$ cat config.mk
export PLATFORM = sky130hd
export DESIGN_NAME = fifo_ctrl
export DESIGN_NICKNAME = d
export VERILOG_FILES = /design/src/rtl/fifo_pkg.sv /design/src/rtl/fifo_ptr.sv /design/src/rtl/fifo_ctrl.sv
export SDC_FILE = /design/constraint.sdc
export NUM_CORES = 1
export LEC_CHECK = 0
export ABC_AREA = 1
export BUFFER_PORTS_ARGS = -buffer_cell sky130_fd_sc_hd__buf_2
export CAP_MARGIN = 20
export CORE_MARGIN = 1
export CORE_UTILIZATION = 37
export DETAILED_ROUTE_END_ITERATION = 8
export HOLD_SLACK_MARGIN = 0.08
export PLACE_DENSITY_LB_ADDON = 0.12
export REMOVE_ABC_BUFFERS = 1
export SETUP_SLACK_MARGIN = 0.2
export SLEW_MARGIN = 25
export SYNTH_ARGS = -nofsm -noshare
export SYNTH_HDL_FRONTEND = slang
export SYNTH_HIERARCHICAL = 1
export SYNTH_SLANG_ARGS = --single-unit
$ cat constraint.sdc
create_clock -name clk -period 2.6 [get_ports clk]
set_clock_uncertainty 0.2 [all_clocks]
set_input_delay 0.13 -clock clk [delete_from_list [all_inputs] [get_ports clk]]
set_output_delay 0.13 -clock clk [all_outputs]
set_load 0.05 [all_outputs]
$ cat src/rtl/fifo_pkg.sv
// Shared constants and types for the FIFO controller.
package fifo_pkg;

  localparam int unsigned FIFO_ADDR_WIDTH = 9;
  localparam int unsigned FIFO_DATA_WIDTH = 32;
  localparam int unsigned FIFO_CNT_WIDTH  = FIFO_ADDR_WIDTH + 1;

  // Pointer carries one extra wrap bit beyond the RAM address
  typedef logic [FIFO_CNT_WIDTH-1:0] fifo_ptr_t;

endpackage

$ cat src/rtl/fifo_ptr.sv
// Wrapping FIFO pointer: one extra MSB distinguishes full from empty.
module fifo_ptr #(
  parameter int unsigned PTR_W = fifo_pkg::FIFO_CNT_WIDTH
) (
  input  logic             clk,
  input  logic             rst_n,
  input  logic             inc_i,
  input  logic             clr_i,
  output logic [PTR_W-1:0] ptr_o
);

  logic [PTR_W-1:0] ptr_q;
  logic [PTR_W-1:0] ptr_d;

  // Next pointer: clear wins over increment, wraps naturally
  always_comb begin
    ptr_d = ptr_q;
    if (clr_i) begin
      ptr_d = '0;
    end else if (inc_i) begin
      ptr_d = ptr_q + PTR_W'(1);
    end
  end

  // Pointer register
  always_ff @(posedge clk or negedge rst_n) begin
    if (!rst_n) begin
      ptr_q <= '0;
    end else begin
      ptr_q <= ptr_d;
    end
  end

  assign ptr_o = ptr_q;

endmodule

$ cat src/rtl/fifo_ctrl.sv
// FIFO controller driving an external RAM with 1-cycle registered read.
// Optional sticky overflow/underflow flags: define FIFO_CTRL_ERR_FLAGS_EN.
module fifo_ctrl
  import fifo_pkg::*;
#(
  parameter int unsigned ADDR_WIDTH    = FIFO_ADDR_WIDTH,
  parameter int unsigned AFULL_THRESH  = 2**ADDR_WIDTH - 4,
  parameter int unsigned AEMPTY_THRESH = 4
) (
  input  logic                  clk,
  input  logic                  rst_n,
  input  logic                  wr_req,
  input  logic                  rd_req,
  input  logic                  flush,
  output logic                  ram_wr_en,
  output logic [ADDR_WIDTH-1:0] ram_wr_addr,
  output logic                  ram_rd_en,
  output logic [ADDR_WIDTH-1:0] ram_rd_addr,
  output logic                  rd_data_valid,
  output logic                  full,
  output logic                  empty,
  output logic                  almost_full,
  output logic                  almost_empty,
  output logic [ADDR_WIDTH:0]   count,
  output logic                  overflow,
  output logic                  underflow
);

  localparam int unsigned CW = ADDR_WIDTH + 1;
  localparam logic [CW-1:0] AFULL_C  = CW'(AFULL_THRESH);
  localparam logic [CW-1:0] AEMPTY_C = CW'(AEMPTY_THRESH);

  logic [CW-1:0] wr_ptr;
  logic [CW-1:0] rd_ptr;
  logic          rd_vld_q;
  logic          rd_vld_d;

  // Status flags from registered pointers only
  assign empty = (wr_ptr == rd_ptr);
  assign full  = (wr_ptr[ADDR_WIDTH] != rd_ptr[ADDR_WIDTH]) &&
                 (wr_ptr[ADDR_WIDTH-1:0] == rd_ptr[ADDR_WIDTH-1:0]);
  assign count = wr_ptr - rd_ptr;

  assign almost_full  = (count >= AFULL_C);
  assign almost_empty = (count <= AEMPTY_C);

  // Accepted transfers; flush blocks both, no fall-through when empty
  assign ram_wr_en   = wr_req & ~full & ~flush;
  assign ram_rd_en   = rd_req & ~empty & ~flush;
  assign ram_wr_addr = wr_ptr[ADDR_WIDTH-1:0];
  assign ram_rd_addr = rd_ptr[ADDR_WIDTH-1:0];

  fifo_ptr #(.PTR_W(CW)) u_wr_ptr (
    .clk   (clk),
    .rst_n (rst_n),
    .inc_i (ram_wr_en),
    .clr_i (flush),
    .ptr_o (wr_ptr)
  );

  fifo_ptr #(.PTR_W(CW)) u_rd_ptr (
    .clk   (clk),
    .rst_n (rst_n),
    .inc_i (ram_rd_en),
    .clr_i (flush),
    .ptr_o (rd_ptr)
  );

  // Read data lands one cycle after an accepted read; flush gates ram_rd_en
  always_comb begin
    rd_vld_d = ram_rd_en;
  end

  // Read-valid register
  always_ff @(posedge clk or negedge rst_n) begin
    if (!rst_n) begin
      rd_vld_q <= 1'b0;
    end else begin
      rd_vld_q <= rd_vld_d;
    end
  end

  assign rd_data_valid = rd_vld_q;

`ifdef FIFO_CTRL_ERR_FLAGS_EN
  logic ovf_q;
  logic ovf_d;
  logic udf_q;
  logic udf_d;

  // Sticky error flags, cleared only by flush or reset
  always_comb begin
    ovf_d = ovf_q;
    udf_d = udf_q;
    if (flush) begin
      ovf_d = 1'b0;
      udf_d = 1'b0;
    end else begin
      if (wr_req && full) ovf_d = 1'b1;
      if (rd_req && empty) udf_d = 1'b1;
    end
  end

  // Error flag registers
  always_ff @(posedge clk or negedge rst_n) begin
    if (!rst_n) begin
      ovf_q <= 1'b0;
      udf_q <= 1'b0;
    end else begin
      ovf_q <= ovf_d;
      udf_q <= udf_d;
    end
  end

  assign overflow  = ovf_q;
  assign underflow = udf_q;
`else
  assign overflow  = 1'b0;
  assign underflow = 1'b0;
`endif

endmodule

# Yosys cells after proc, flatten, opt, wreduce, memory -nomap -nowiden
# Index checks and enable logic that the tools add are counted.
totals:
  wordCells: 25
  reg_bits: 21
op_classes:
  n_reduce_logical: 3
  mux: 4
  bitwise: 7
  n_addsub: 3
  n_eq_ne: 3
  order_cmp: 2
op_table:
  columns: ["op", "count"]
  rows:
  - ["$mux W10", 4]
  - ["$add A10 B1 Y10 const B", 2]
  - ["$eq A10 B10 Y1", 1]
  - ["$ge A10 B9 Y1 const B", 1]
  - ["$le A10 B3 Y1 const B", 1]
  - ["$sub A10 B10 Y10", 1]
  - ["$eq A9 B9 Y1", 1]
  - ["$and A1 B1 Y1", 4]
  - ["$reduce_bool A2 Y1", 2]
  - ["$not A1 Y1", 3]
  - ["$logic_and A1 B1 Y1", 1]
  - ["$ne A1 B1 Y1", 1]

# Logic depth before layout (Yosys ltp)
# Gate-level depths: netlist of the first run.
depth:
  word_depth: 7
  mapped_depth: 13
  mapped_depth_nobuf: 13

# Modules after synthesis
# Netlist of the first run, hierarchy kept.
modules_own_cells:
  columns: ["mod", "cells_per_inst", "instances", "seq_area_each_um2", "area_each_um2"]
  rows:
  - ["fifo_ptr", 73, 2, 250.2, 545.5]
  - ["fifo_ctrl", 140, 1, 25.0, 752.0]

# Least setup slack after synthesis of the first run
# No wires, ideal clock.
synth_timing:
  path_kind: "flip-flop to output port"
  start: "register u_rd_ptr.ptr_q[0] (netlist: u_rd_ptr/ptr_o[0])"
  end: "output almost_full"
  arrival_ns: 2.926
  n_path_buf: 0
  path_slack_ns: -0.656
  required_ns: 2.270
  path_stages_with_launch: 9
  path_cell_list: "dfrtp_1 ha_1 inv_1 fa_1 xor2_1 nand3_1 nor2_1 nand3_1 nand2_1"
synth_via:
  elab_chain_len: 2
synth_lines:
  columns: ["element", "line_no", "text"]
  rows:
  - ["start, declared", "fifo_ptr.sv:12", "logic [PTR_W-1:0] ptr_q;"]
  - ["start signal, assigned", "fifo_ptr.sv:30", "ptr_q <= ptr_d;"]
  - ["$sub A10 B10 Y10", "fifo_ctrl.sv:42", "assign count = wr_ptr - rd_ptr;"]
  - ["via count[2]", "fifo_ctrl.sv:24", "output logic [ADDR_WIDTH:0] count,"]
  - ["$ge A10 B9 Y1", "fifo_ctrl.sv:44", "assign almost_full = (count >= AFULL_C);"]
  - ["end, declared", "fifo_ctrl.sv:22", "output logic almost_full,"]
# The timed path passes the listed nets, and every way through them passes these cells.

# Worst setup path in the final report of the first run
layout_timing:
  start: "register u_wr_ptr.ptr_q[1] (netlist: u_wr_ptr/ptr_o[1])"
  end: "output almost_empty"
layout_via:
  elab_chain_len: 2
layout_lines:
  columns: ["element", "line_no", "text"]
  rows:
  - ["start, declared", "fifo_ptr.sv:12", null]
  - ["start signal, assigned", "fifo_ptr.sv:30", null]
  - ["$sub A10 B10 Y10", "fifo_ctrl.sv:42", null]
  - ["$le A10 B3 Y1", "fifo_ctrl.sv:45", "assign almost_empty = (count <= AEMPTY_C);"]
  - ["end, declared", "fifo_ctrl.sv:23", "output logic almost_empty,"]
# No other way between the ends.

==> results of run 1 <==
## worst reg2reg max path, cell delays in order (launching register included)
cell      delay [ns]
dfrtp_1         0.43
ha_4            0.29
inv_1           0.05
nor4_2          0.24
nand2_1         0.13
o211ai_1        0.21
inv_1           0.11
buf_6           0.14
nor2_4          0.13
nor2_4          0.07
nand2_4         0.09
inv_4           0.04
nand2_2         0.04
a21oi_1         0.05
## kinds of logic (layout without fill, tap and decap cells)
family / Yosys count / count (layout) / synth area share, %
AND/OR/NAND/NOR: 161 / 161 / 40.3
buffers and inverters: 58 / 137 / 12.4
AO/OA/AOI/OAI: 31 / 31 / 9.16
flip-flops: 21 / 21 / 28.5
adder cells (fa/ha/maj): 12 / 12 / 8.55
XOR/XNOR: 2 / 2 / 0.951
other: 1 / 2 / 0.203
## layer usage
metal  global-route usage (%)  routed length, um  part of all wire (%)
met5                        0                  0                     0
met2                     35.4               2550                    49
met3                     1.24                145                   2.8
met1                     26.0               2380                    46
met4                     7.84                 82                   1.6
## flip-flops by register name (all words and copies together), names as in the netlist
signal,flops
rd_data_valid,1
u_rd_ptr/ptr_o,10
u_wr_ptr/ptr_o,10
## timing repair
action,4_1_cts,5_1_grt
hold buffers,1,0
gates resized for setup,31,38
pin swaps,9,12
setup endpoints to repair,9,25
endpoints found under the hold margin,21,0
gates cloned,0,0
setup buffers,8,8
## cell usage in the layout (no fill, tap or decap), types with 3 or more instances in the layout
cell      synthesis  routed
inv_2             3       8
buf_2             0      32
ha_4              0       8
nand2_1          76      69
dfrtp_1          21      20
nand4_1           4       4
nor2_1           33      31
nand3_2           5       3
nor2_4            4       5
buf_4             2      35
o21ai_2           0       3
clkbuf_8          0       3
o21ai_1           0       3
nor2_2            3       4
o21ai_0          15       8
buf_6             0       7
inv_1            49      43
nand2_2          10      15
nand3_1          25      25
a21oi_1          11      10
## cell type report
type / count / area [um2]
flip-flops and latches: 21 / 527
inverters: 56 / 216
multi-input cells: 208 / 1280
fillers: 498 / 2050
well taps: 67 / 83.8
clock inverters: 1 / 7.51
clock buffers: 3 / 41.3
repair buffers: 77 / 542
## per-stage QoR
| stage | instances | TNS [ns] | area (um2) | utilization (%) | hold slack (ns) |
|---|---|---|---|---|---|
| 4_1_cts | 425 | 0 | 2510 | 52.8 | 0.116 |
| 5_1_grt | 433 | -0.0371 | 2700 | 56.8 | 0.186 |
| 3_5_place_dp | 412 | 0 | 2270 | 47.7 | -0.0618 |
| 2_1_floorplan | 285 | -6.76 | 1830 | - | -0.366 |
| 6_report | 433 | 0 | 2700 | 56.8 | 0.147 |
| 3_3_place_gp | 412 | 0 | 2270 | 47.7 | -0.0680 |
## power by group through the flow
stage,registers [uW],logic [uW],clock network (uW)
6_report,332,304,231
5_1_grt,332,327,247
4_1_cts,332,288,237
3_5_place_dp,339,256,0
3_3_place_gp,340,255,0
2_1_floorplan,353,177,0
## final timing paths
path / from / endpoint / slack [ns] / cells after the start
worst max-delay path: u_wr_ptr/ptr_o[1] / almost_empty / 0.13 / 9
worst min-delay path: rst_n / u_rd_ptr/ptr_o[4] / 0.15 / 2
worst max register to register: u_wr_ptr/ptr_o[8] / u_wr_ptr/ptr_o[8] / 0.28 / 13
worst min register to register: u_rd_ptr/ptr_o[9] / u_rd_ptr/ptr_o[9] / 0.36 / 2
max in group asynchronous: rst_n / u_wr_ptr/ptr_o[4] / 1.69 / 2
min in group clk: flush / u_rd_ptr/ptr_o[7] / 0.15 / 4
==> out/metrics.cfg, run 1 <==
[setup_path]
worstPathArrival_ns = 2.14
critical_path_buf_inv_count = 2
required_ns = 2.27
cpPeakStageDelay_ns = 0.42
worstSetupStartpointType = register
critPathMaxFanout = 6
path_delay_family = flip-flops
path_class = register to primary output
crit_chain = buf_4 -> fa_2 -> xor2_1 -> o21ai_1 -> nand3_1 -> nor2_1 -> nand3_1 -> nor2_1 -> buf_6
end_kind = primary output
worst_path_max_delay_cell = dfrtp_1

[hold_path]
hold_class = input pin to asynchronous set/reset pin

[floorplanning]
pin_count = 42
die_area_um2 = 5270
die_h_um = 72.6
die_w_um = 72.6
start_util_pct = 38.8
std_cell_rows = 25
fp.coreArea_um2 = 4750

[pwr]
power_density_nw_per_um2 = 321
leakage_uw = 0.00147
p_seq_share_pct = 38.3
internal_power_uw = 533
switchingPower_uw = 333
combPwrFrac_pct = 35.0
power.total_uw = 866
swShare_pct = 38.4
clkPwrFrac_pct = 26.6
max-vdd-ir-drop_v = 0.000248

[grt]
gr-usage-all-layers_pct = 20.2
grt_pass1_vias = 1836
grt_max_degree = 22
overflow = 0
antenna_found_initial = 0
grt_pass1_wl_um = 8170

[timing]
period_share_pct = 95.1
hold_viol_final = 0
fmax_mhz = 405
setup_violations = 0
finalWorstSetupSlack_ns = 0.128
rsz0062_at_grt = yes
finalMaxSlewViolations = 0
period_minus_slack_ns = 2.47

[routing]
via_per_inst = 4.69
wl_per_cell_um = 11.9
dr.pass1.iters = 4
ant_nets = 0
wl_um = 5160
drt_first_iter_violations = 71
drc = 0
via_count = 2031

[synth]
yosysTopAreaCell = dfrtp_1
synth_top_area_share_pct = 28.5
syn_avg_cell_area_um2 = 6.44
synth.most_common_cell = nand2_1
synthFlopType = dfrtp_1
synth_area_leaders = dfrtp_1, nand2_1, inv_1
synth_edf_count = 0
yosys-top-cells-count = nand2_1, inv_1, nor2_1, nand3_1, dfrtp_1
synth-seq-cells = 21
syn-instance-count = 286
yosysUniqueCellTypes = 25
ys_async_sr_fraction_pct = 100
yosysWarnings = 6
ys_seq_area_share_pct = 28.5
netlist_area_um2 = 1840

[cells_and_area]
fin_nets = 384
diodes = 0
areaGrowthSynthToFinish_pct = 46.6
layout-drive-gt1-share_pct = 38.3

[place]
pre_cts_ws_ns = 0.154
portBuffers = 39
place_congestion = 0.854
hpwl_um = 3920

[clocking]
clkTransAtPathRegs_ns = 0.09
cts.sinks = 21
clock_latency_ns = 0.27
numCtsBuffers = 3
clockBufferDepth = 2
clock-root-buffer = clkbuf_8
cts_max_level = 1
tritoncts = yes

[run]
drv_cap = 0

[run_status]
status = finished clean

(Power assumes the default switching activity.)
==> run 2, diff against run 1 <==
Settings changed: GPL_TIMING_DRIVEN set to 0.
==> out/metrics.cfg, run 2 (synthesized netlist as in run 1, its figures left out) <==
[routing]
drc = 0  ; unchanged
dr.pass1.iters = 4  ; unchanged
via_per_inst = 4.77  ; was 4.69
wl_per_cell_um = 12.1  ; was 11.9 um
wl_um = 5180  ; was 5160 um
drt_first_iter_violations = 75  ; was 71
ant_nets = 0  ; unchanged
via_count = 2036  ; was 2031

[cells_and_area]
final_cell_mix = nand2_1, inv_1, buf_2  ; was nand2_1, inv_1, buf_4
areaGrowthSynthToFinish_pct = 49.3  ; was 46.6%
diodes = 0  ; unchanged
layout-drive-gt1-share_pct = 44.7  ; was 38.3%
layout_commonest_cell = nand2_1  ; unchanged
fin_nets = 378  ; was 384
fill_cells = 476  ; was 498

[grt]
overflow = 0  ; unchanged
grt_max_degree = 22  ; unchanged
grt_pass1_vias = 1835  ; was 1836
grt_pass1_wl_um = 8250  ; was 8170 um
antenna_found_initial = 0  ; unchanged
gr-usage-all-layers_pct = 20.0  ; was 20.2%

[pwr]
power.total_uw = 872  ; was 866 uW
power_density_nw_per_um2 = 317  ; was 321 nW/um2
leakage_uw = 0.00145  ; was 0.00147 uW
max-vdd-ir-drop_v = 0.000201  ; was 0.000248 V

[floorplanning]
fp.coreArea_um2 = 4750  ; unchanged
start_util_pct = 38.8  ; unchanged
pin_count = 42  ; unchanged
die_w_um = 72.6  ; unchanged
std_cell_rows = 25  ; unchanged
die_area_um2 = 5270  ; unchanged
die_h_um = 72.6  ; unchanged

[setup_path]
critPathMaxFanout = 4  ; was 6
cpPeakStageDelay_ns = 0.41  ; was 0.42 ns
end_kind = primary output  ; unchanged
path_class = register to primary output  ; unchanged
required_ns = 2.27  ; about the same
crit_chain = inv_2 -> ha_4 -> inv_2 -> fa_2 -> nand3_4 -> nand3_4 -> nand2_2 -> nand2_1 -> nand2_1 -> nand2_2 -> nor2_1 -> nand3_1 -> nand2_1 -> buf_6  ; was buf_4 -> fa_2 -> xor2_1 -> o21ai_1 -> nand3_1 -> nor2_1 -> nand3_1 -> nor2_1 -> buf_6
worstPathArrival_ns = 2.19  ; was 2.14 ns
crit_top_cell = nand2_1
worstSetupStartpointType = register  ; unchanged
worst_path_max_delay_cell = dfrtp_2  ; was dfrtp_1

[timing]
period_minus_slack_ns = 2.52  ; was 2.47 ns
fmax_mhz = 397  ; was 405 MHz
hold_viol_final = 0  ; unchanged
setup_violations = 0  ; unchanged
rsz0062_at_grt = yes  ; unchanged
whs_ns = 0.158  ; was 0.147 ns
period_share_pct = 96.8  ; was 95.1%
finalMaxSlewViolations = 0  ; unchanged

[run]
drv_cap = 0  ; unchanged

[place]
place_congestion = 0.804  ; was 0.854
portBuffers = 39  ; unchanged
hpwl_um = 3590  ; was 3920 um

[clocking]
numCtsBuffers = 3  ; unchanged
clock_latency_ns = 0.26  ; was 0.27 ns
clock-root-buffer = clkbuf_8  ; unchanged
cts_max_level = 1  ; unchanged
cts.sinks = 21  ; unchanged
clockBufferDepth = 2  ; unchanged
tritoncts = yes  ; unchanged
clkTransAtPathRegs_ns = 0.08  ; was 0.09 ns

[run_status]
status = finished clean  ; unchanged

[hold_path]
hold_class = input pin to asynchronous set/reset pin  ; unchanged

run 2: changes by cell type in the layout (fill, tap and decap cells not counted), moves of 4 or more:
cell     before  now
nand2_1      69   63
buf_4        35   26
nor2_2        4    9
nand2_2      15   19
o21ai_0       8    3
dfrtp_2       1    9
dfrtp_1      20   12
nor2_1       31   27
run 2: worst paths after layout:
kind	slack (ns)	startpoint	cells after the start	to
min	0.16	rst_n	2	u_rd_ptr/ptr_o[1]
min reg2reg	0.37	u_rd_ptr/ptr_o[3]	2	u_rd_ptr/ptr_o[3]
max in group asynchronous	1.69	rst_n	2	u_rd_ptr/ptr_o[4]
max	0.08	u_wr_ptr/ptr_o[0]	14	almost_full
max reg2reg	0.17	u_wr_ptr/ptr_o[1]	12	u_rd_ptr/ptr_o[9]
min in group clk	0.24	flush	4	u_wr_ptr/ptr_o[3]
run 2: report_power, final:
group / switching [uW] / total (uW) / internal, uW
clock network: 109 / 218 / 109
registers: 3.37 / 334 / 330
logic: 215 / 320 / 105
run 2: worst max-delay path: cells and delay by family (launching register included):
| kind | cells | cell delay, ns |
|---|---|---|
| and+or+nand+nor | 9 | 0.77 |
| adders and majority gates | 2 | 0.50 |
| DFF | 1 | 0.41 |
| buffers and inverters | 3 | 0.25 |
run 2: final cells by class:
type	instances	area, um2	area share [%]
Clock buffer	4	45.0	1.64
Inverter	56	218	7.91
Multi-Input combinational cell	208	1360	49.5
Sequential cell	21	537	19.5
Tap cell	67	83.8	3.05
Timing Repair Buffer	71	507	18.4
run 2: stage by stage:
step	worst slack, ns	TNS, ns	area [um2]	utilization [%]	cells
floorplan	-0.656	-6.76	1830	-	285
global placement	-0.270	-2.17	2110	44.4	391
detailed placement	-0.280	-2.46	2110	44.4	391
CTS	0.0927	0	2480	52.1	418
global route	-0.0675	-0.0867	2750	57.9	427
finish	0.0825	0	2750	57.9	427
run 2: what timing repair did:
| item | in CTS | in global routing |
|---|---|---|
| hold endpoints to repair | 22 | 0 |
| buffers inserted | 21 | 9 |
| endpoints found under the setup margin | 30 | 28 |
| pin swaps | 15 | 21 |
| hold buffers | 2 | 0 |
| resized for setup | 42 | 71 |
run 2: metal layers:
layer | global-route usage [%] | wire [um] | vias to the layer above
li1 | - | - | 1037
met1 | 25.8 | 2330 | 952
met2 | 35.8 | 2660 | 45
met3 | 2.49 | 169 | 2
met4 | 4.14 | 28 | 0
met5 | 0 | 0 | -
